### src/rtl/fetch_sequencer_if.sv
// Handshake and control bundle between the fetch sequencer and the rest of the CPU.
// The master drives RAM/register strobes; the slave supplies the opcode and execute-idle flag.
interface fetch_sequencer_if;
  logic [2:0] opcode;
  logic       exec_waiting;
  logic       reset_pc;
  logic       load_pc;
  logic       load_ir;
  logic       load_addr;
  logic       addr_sel;
  logic [1:0] mem_cmd;
  logic       exec_start;
  logic       ldr_wb;
  logic       halted;
  logic       fault;

  modport master (
    input  opcode, exec_waiting,
    output reset_pc, load_pc, load_ir, load_addr, addr_sel, mem_cmd,
           exec_start, ldr_wb, halted, fault
  );

  modport slave (
    output opcode, exec_waiting,
    input  reset_pc, load_pc, load_ir, load_addr, addr_sel, mem_cmd,
           exec_start, ldr_wb, halted, fault
  );
endinterface

### src/rtl/fetch_sequencer.sv
// Instruction sequencer: fetch, PC increment, execute handoff and LDR/STR memory phase.
// Latency MEM_LAT+3+exec cycles per instruction; stalls in EXEC until exec_waiting, faults on timeout.
module fetch_sequencer #(
  parameter int MEM_LAT      = 1,
  parameter int EXEC_GUARD   = 2,
  parameter int EXEC_TIMEOUT = 15
) (
  input  logic               clk,
  input  logic               rst,
  fetch_sequencer_if.master  bus
);

  localparam logic [2:0] OP_LDR    = 3'b011;
  localparam logic [2:0] OP_STR    = 3'b100;
  localparam logic [2:0] OP_HALT   = 3'b111;
  localparam logic [1:0] CMD_NONE  = 2'b00;
  localparam logic [1:0] CMD_READ  = 2'b01;
  localparam logic [1:0] CMD_WRITE = 2'b10;
  localparam logic [3:0] LAT_LAST  = 4'(MEM_LAT - 1);
  localparam logic [3:0] GUARD     = 4'(EXEC_GUARD);
  localparam logic [3:0] TMO_LAST  = 4'(EXEC_TIMEOUT - 1);

  typedef enum logic [3:0] {
    S_RST, S_IF, S_LDIR, S_UPC, S_DEC, S_EXEC, S_ADDR, S_MEM, S_WB, S_HALT
  } state_t;

  state_t     state, state_nxt;
  logic [3:0] cnt, cnt_nxt;
  logic       fault_q, fault_set;
  logic       is_mem_op;

  logic       reset_pc, load_pc, load_ir, load_addr, addr_sel;
  logic [1:0] mem_cmd;
  logic       exec_start, ldr_wb, halted;

  assign is_mem_op = (bus.opcode == OP_LDR) || (bus.opcode == OP_STR);

  always_ff @(posedge clk) begin
    if (rst) begin
      state   <= S_RST;
      cnt     <= '0;
      fault_q <= 1'b0;
    end else begin
      state <= state_nxt;
      cnt   <= cnt_nxt;
      if (fault_set) fault_q <= 1'b1;
    end
  end

  always_comb begin
    state_nxt  = state;
    fault_set  = 1'b0;
    reset_pc   = 1'b0;
    load_pc    = 1'b0;
    load_ir    = 1'b0;
    load_addr  = 1'b0;
    addr_sel   = 1'b0;
    mem_cmd    = CMD_NONE;
    exec_start = 1'b0;
    ldr_wb     = 1'b0;
    halted     = 1'b0;
    case (state)
      S_RST: begin
        reset_pc  = 1'b1;
        load_pc   = 1'b1;
        state_nxt = S_IF;
      end
      S_IF: begin
        mem_cmd = CMD_READ;
        if (cnt >= LAT_LAST) state_nxt = S_LDIR;
      end
      S_LDIR: begin
        mem_cmd   = CMD_READ;
        load_ir   = 1'b1;
        state_nxt = S_UPC;
      end
      S_UPC: begin
        load_pc   = 1'b1;
        state_nxt = S_DEC;
      end
      S_DEC: begin
        if (bus.opcode == OP_HALT) begin
          state_nxt = S_HALT;
        end else begin
          exec_start = 1'b1;
          state_nxt  = S_EXEC;
        end
      end
      S_EXEC: begin
        // Timeout wins over a completion seen in the same cycle.
        if (cnt >= TMO_LAST) begin
          state_nxt = S_HALT;
          fault_set = 1'b1;
        end else if (cnt >= GUARD && bus.exec_waiting) begin
          state_nxt = is_mem_op ? S_ADDR : S_IF;
        end
      end
      S_ADDR: begin
        load_addr = 1'b1;
        state_nxt = S_MEM;
      end
      S_MEM: begin
        addr_sel = 1'b1;
        mem_cmd  = (bus.opcode == OP_STR) ? CMD_WRITE : CMD_READ;
        if (cnt >= LAT_LAST) state_nxt = (bus.opcode == OP_LDR) ? S_WB : S_IF;
      end
      S_WB: begin
        addr_sel  = 1'b1;
        mem_cmd   = CMD_READ;
        ldr_wb    = 1'b1;
        state_nxt = S_IF;
      end
      S_HALT: begin
        halted = 1'b1;
      end
      default: state_nxt = S_RST;
    endcase
    // Counter restarts on every state change and saturates otherwise.
    if (state_nxt != state) cnt_nxt = '0;
    else if (cnt == 4'hF)   cnt_nxt = cnt;
    else                    cnt_nxt = cnt + 4'd1;
  end

  assign bus.reset_pc   = reset_pc;
  assign bus.load_pc    = load_pc;
  assign bus.load_ir    = load_ir;
  assign bus.load_addr  = load_addr;
  assign bus.addr_sel   = addr_sel;
  assign bus.mem_cmd    = mem_cmd;
  assign bus.exec_start = exec_start;
  assign bus.ldr_wb     = ldr_wb;
  assign bus.halted     = halted;
  assign bus.fault      = fault_q;

endmodule

### src/flat_wrapper.sv
// flat-port wrapper written by rule: the top's interface ports become plain ports
module fetch_sequencer_flat 
#(
  parameter int MEM_LAT      = 1,
  parameter int EXEC_GUARD   = 2,
  parameter int EXEC_TIMEOUT = 15
)
  (clk, rst, bus_opcode, bus_exec_waiting, bus_reset_pc, bus_load_pc, bus_load_ir, bus_load_addr, bus_addr_sel, bus_mem_cmd, bus_exec_start, bus_ldr_wb, bus_halted, bus_fault);
  fetch_sequencer_if bus_i ();
  input  logic clk;
  input  logic rst;
  input wire logic [$bits(bus_i.opcode)-1:0] bus_opcode;
  input wire logic [$bits(bus_i.exec_waiting)-1:0] bus_exec_waiting;
  output wire logic [$bits(bus_i.reset_pc)-1:0] bus_reset_pc;
  output wire logic [$bits(bus_i.load_pc)-1:0] bus_load_pc;
  output wire logic [$bits(bus_i.load_ir)-1:0] bus_load_ir;
  output wire logic [$bits(bus_i.load_addr)-1:0] bus_load_addr;
  output wire logic [$bits(bus_i.addr_sel)-1:0] bus_addr_sel;
  output wire logic [$bits(bus_i.mem_cmd)-1:0] bus_mem_cmd;
  output wire logic [$bits(bus_i.exec_start)-1:0] bus_exec_start;
  output wire logic [$bits(bus_i.ldr_wb)-1:0] bus_ldr_wb;
  output wire logic [$bits(bus_i.halted)-1:0] bus_halted;
  output wire logic [$bits(bus_i.fault)-1:0] bus_fault;
  assign bus_i.opcode = bus_opcode;
  assign bus_i.exec_waiting = bus_exec_waiting;
  assign bus_reset_pc = bus_i.reset_pc;
  assign bus_load_pc = bus_i.load_pc;
  assign bus_load_ir = bus_i.load_ir;
  assign bus_load_addr = bus_i.load_addr;
  assign bus_addr_sel = bus_i.addr_sel;
  assign bus_mem_cmd = bus_i.mem_cmd;
  assign bus_exec_start = bus_i.exec_start;
  assign bus_ldr_wb = bus_i.ldr_wb;
  assign bus_halted = bus_i.halted;
  assign bus_fault = bus_i.fault;
  fetch_sequencer #(.MEM_LAT(MEM_LAT), .EXEC_GUARD(EXEC_GUARD), .EXEC_TIMEOUT(EXEC_TIMEOUT)) u_core (.clk(clk), .rst(rst), .bus(bus_i));
endmodule
### config.mk
export PLATFORM = sky130hd
export DESIGN_NAME = fetch_sequencer_flat
export DESIGN_NICKNAME = d
export VERILOG_FILES = /design/src/rtl/fetch_sequencer_if.sv /design/src/rtl/fetch_sequencer.sv /design/src/flat_wrapper.sv
export SDC_FILE = /design/constraint.sdc
export NUM_CORES = 1
export LEC_CHECK = 0
export BUFFER_PORTS_ARGS = -buffer_cell sky130_fd_sc_hd__buf_2
export CORE_MARGIN = 1
export CORE_UTILIZATION = 23
export CTS_CLUSTER_SIZE = 40
export DETAILED_ROUTE_END_ITERATION = 12
export SYNTH_ARGS = -nofsm -noshare
export SYNTH_HDL_FRONTEND = slang
export SYNTH_SLANG_ARGS = --single-unit
export TNS_END_PERCENT = 1
### constraint.sdc
create_clock -name clk -period 2.1 [get_ports clk]
set_input_delay 0.21 -clock clk [delete_from_list [all_inputs] [get_ports clk]]
set_output_delay 0.21 -clock clk [all_outputs]
set_load 0.1 [all_outputs]
==> metrics.yaml <==
worstPathArrival_ns: 1.75
synth_fa_ha_area_share_pct: 3.69
power_uw: 646
dp_slack_ns: 0.349
antenna_found_initial: 0
peakVddDrop_mv: 0.364
ant_nets: 0
numPlacedInstances: 132
grt_pass1_vias: 665
worstSetupEndpointType: "output pin"
crit_family: "flip-flops"
clk_pin_slew_ns: 0.06
insertion_delay_ns: 0.26
synth_cells: 86
worstReg2RegEnd: "u_core.cnt[1]"
crit_slowest_cell: "dfxtp_1"
n_antenna_cell: 0
die_w_um: 56.3
rrSetupSlack_ns: 0.34
crit_buf_inv: 1
dieHeight_um: 56.3
post_cts_buffers: 0
ys_types: 38
wl_per_cell_um: 12.7
postCtsResizedCells: 0
grt-ovfl-total: 0
htree_levels: 1
synth_area_leaders: "dfxtp_1 (27%), nor2_1 (6.1%), nor3_1 (4.4%), a2111oi_2 (4.4%), ha_1 (3.7%)"
vias: 721
first_pass_iters: 4
core_area_um2: 2780
die-area_um2: 3170
place_hpwl_mm: 1.36
worstSetupPathType: "flip-flop to output pin"
yosys_most_used_dff: "dfxtp_1"
setup_slack_ns: 0.135
rr_startpoint: "u_core.cnt[0]"
worstSetupEndpoint: "bus_load_pc"
synth_xor_area_share_pct: 2.58
fin_hold_ws_ns: 0.195
cts_tree: "done"
path_max_fanout: 12
cts_root_buffer: "clkbuf_4"
fp-row-count: 19
start_util_pct: 24.4
syn_area_per_cell_um2: 7.89
synth_seq_area_share_pct: 26.6
max_freq_ghz: 0.509
synthTopCellsByCount: "nor2_1 (11), dfxtp_1 (9), nand2_1 (6), nor3_1 (6)"
worstMarginPinSlew_ns: 0.488
worst-endpoint-required_ns: 1.89
cp.depth: 4
slowest_delay_ns: 0.59
grt_start_max_net_pins: 13
synth_edf_count: 0
area_growth_syn_to_layout_pct: 27.3
syn_nets: 94
utilization_pct: 31.0
hp-class: "input port to flip-flop"
num_io_pins: 17
synth_compound_area_share_pct: 24.2
grt_pass1_wl_mm: 2.95
clock_sinks: 9
cellLeakagePower_nw: 0.351
period_share_pct: 93.6
ys_ff_latch: 9
period_needed_ns: 1.96
place.gp.congestion: 0.795
cp-startpoint: "u_core.state[1]"
rsz0062_at_grt: "false"
drtIter0Drc: 9
fin_skew_ns: 0.00627
cap_violations: 0
synth-simple-area-share_pct: 34.7
fin_cells: 136
ys.warnings.count: 0
wl_mm: 1.73
slew_headroom_pct: 67.5
cts_hold_buf: 0
synth.largest_area_cell: "dfxtp_1"
maxSlewViolCount: 0
syn-cell-area_um2: 678
port_buffers: 16
synth.most_common_cell: "nor2_1"
setup_viol: 0
drc: 0
layout-drive-gt1-share_pct: 31.4
synth_top_area_share_pct: 26.6
power.density_nw_per_um2: 748
final_net_count: 114
rr_worst_depth: 6
hold_viol: 0
avgViaCountPerCell: 5.30
cts_made_buffers: 3
clockBufferDepth: 2
synth_top_family_by_area: "simple AND/OR/NAND/NOR gates"
path_cells: "or2b_2, nand2_1, nor3_2, buf_2"
synthArstFlopShare_pct: 0
status: "finished, final reports clean"
grt.total_usage_pct: 11.8
startpoint_type: "flip-flop"
muxShareOfSynthArea_pct: 1.48
cell type report:
cell class	count	area, µm²
inverter	3	11.3
fill	305	1920
multi-input combinational	70	474
clock buffer	4	26.3
sequential	9	180
timing repair buffer	19	133
tap	31	38.8
state kept, by name, indices dropped and copies added (netlist names):
name	count
u_core.bus.fault	1
u_core.state	4
u_core.cnt	4
cells in the final DEF, fill, tap and decap left out, types with 2 or more instances in the layout:
| cell type | netlist | routed |
|---|---|---|
| a2111oi_2 | 2 | 2 |
| a21oi_1 | 4 | 4 |
| a311oi_1 | 2 | 2 |
| a31oi_1 | 3 | 3 |
| and3_2 | 2 | 2 |
| buf_12 | 0 | 2 |
| buf_2 | 1 | 14 |
| buf_4 | 1 | 3 |
| clkbuf_4 | 0 | 3 |
| dfxtp_1 | 9 | 9 |
| ha_1 | 2 | 2 |
| inv_1 | 3 | 3 |
| nand2_1 | 6 | 6 |
| nand2b_1 | 3 | 3 |
| nand3_1 | 4 | 4 |
| nor2_1 | 11 | 11 |
| nor3_1 | 6 | 4 |
| nor3_2 | 0 | 2 |
| nor4_2 | 0 | 2 |
| o21ai_1 | 2 | 3 |
per-layer routing:
| layer | GRT usage, % | share of wire [%] | vias to the layer above |
|---|---|---|---|
| met5 | 0 | 0 | - |
| met1 | 13.8 | 43 | 349 |
| met4 | 3.14 | 0.46 | 0 |
| met3 | 4.15 | 3.3 | 2 |
| li1 | - | - | 359 |
| met2 | 20.6 | 53 | 11 |
logic make-up (layout without fill, tap and decap cells):
kind of cell    after synthesis  count (layout)
compound gates               21              21
xor+xnor                      2               2
fa+ha+maj                     2               2
buf+inv                       7              26
flops                         9               9
mux                           1               1
simple gates                 44              44
metrics by stage:
| step | TNS [ns] | area (µm²) |
|---|---|---|
| 3_5_place_dp | 0 | 837 |
| 2_1_floorplan | -2.13 | 701 |
| 6_report | 0 | 863 |
| 5_1_grt | 0 | 863 |
| 3_3_place_gp | 0 | 837 |
| 4_1_cts | 0 | 863 |
worst min path at each step:
stage,start,end,cells past startpoint
2_1_floorplan,rst,u_core.state[0],1
3_3_place_gp,u_core.bus.fault,u_core.bus.fault,2
3_5_place_dp,rst,u_core.state[0],2
4_1_cts,rst,u_core.state[0],2
5_1_grt,rst,u_core.state[3],2
6_report,rst,u_core.bus.fault,2
power by group:
| group | switching [mW] | total, mW | internal [mW] |
|---|---|---|---|
| combinational | 0.233 | 0.313 | 0.0802 |
| sequential | 0.0178 | 0.197 | 0.179 |
| clock | 0.0628 | 0.136 | 0.0733 |
| total | 0.313 | 0.646 | 0.333 |
worst reg2reg max path: stages, from the launching register on:
cell and delay, ns:
dfxtp_1 0.38, inv_1 0.06, ha_1 0.19, o41a_1 0.34, o211ai_1 0.16, a32oi_1 0.25, a2111oi_2 0.27
Note: power is estimated with default switching activity, not from simulation.
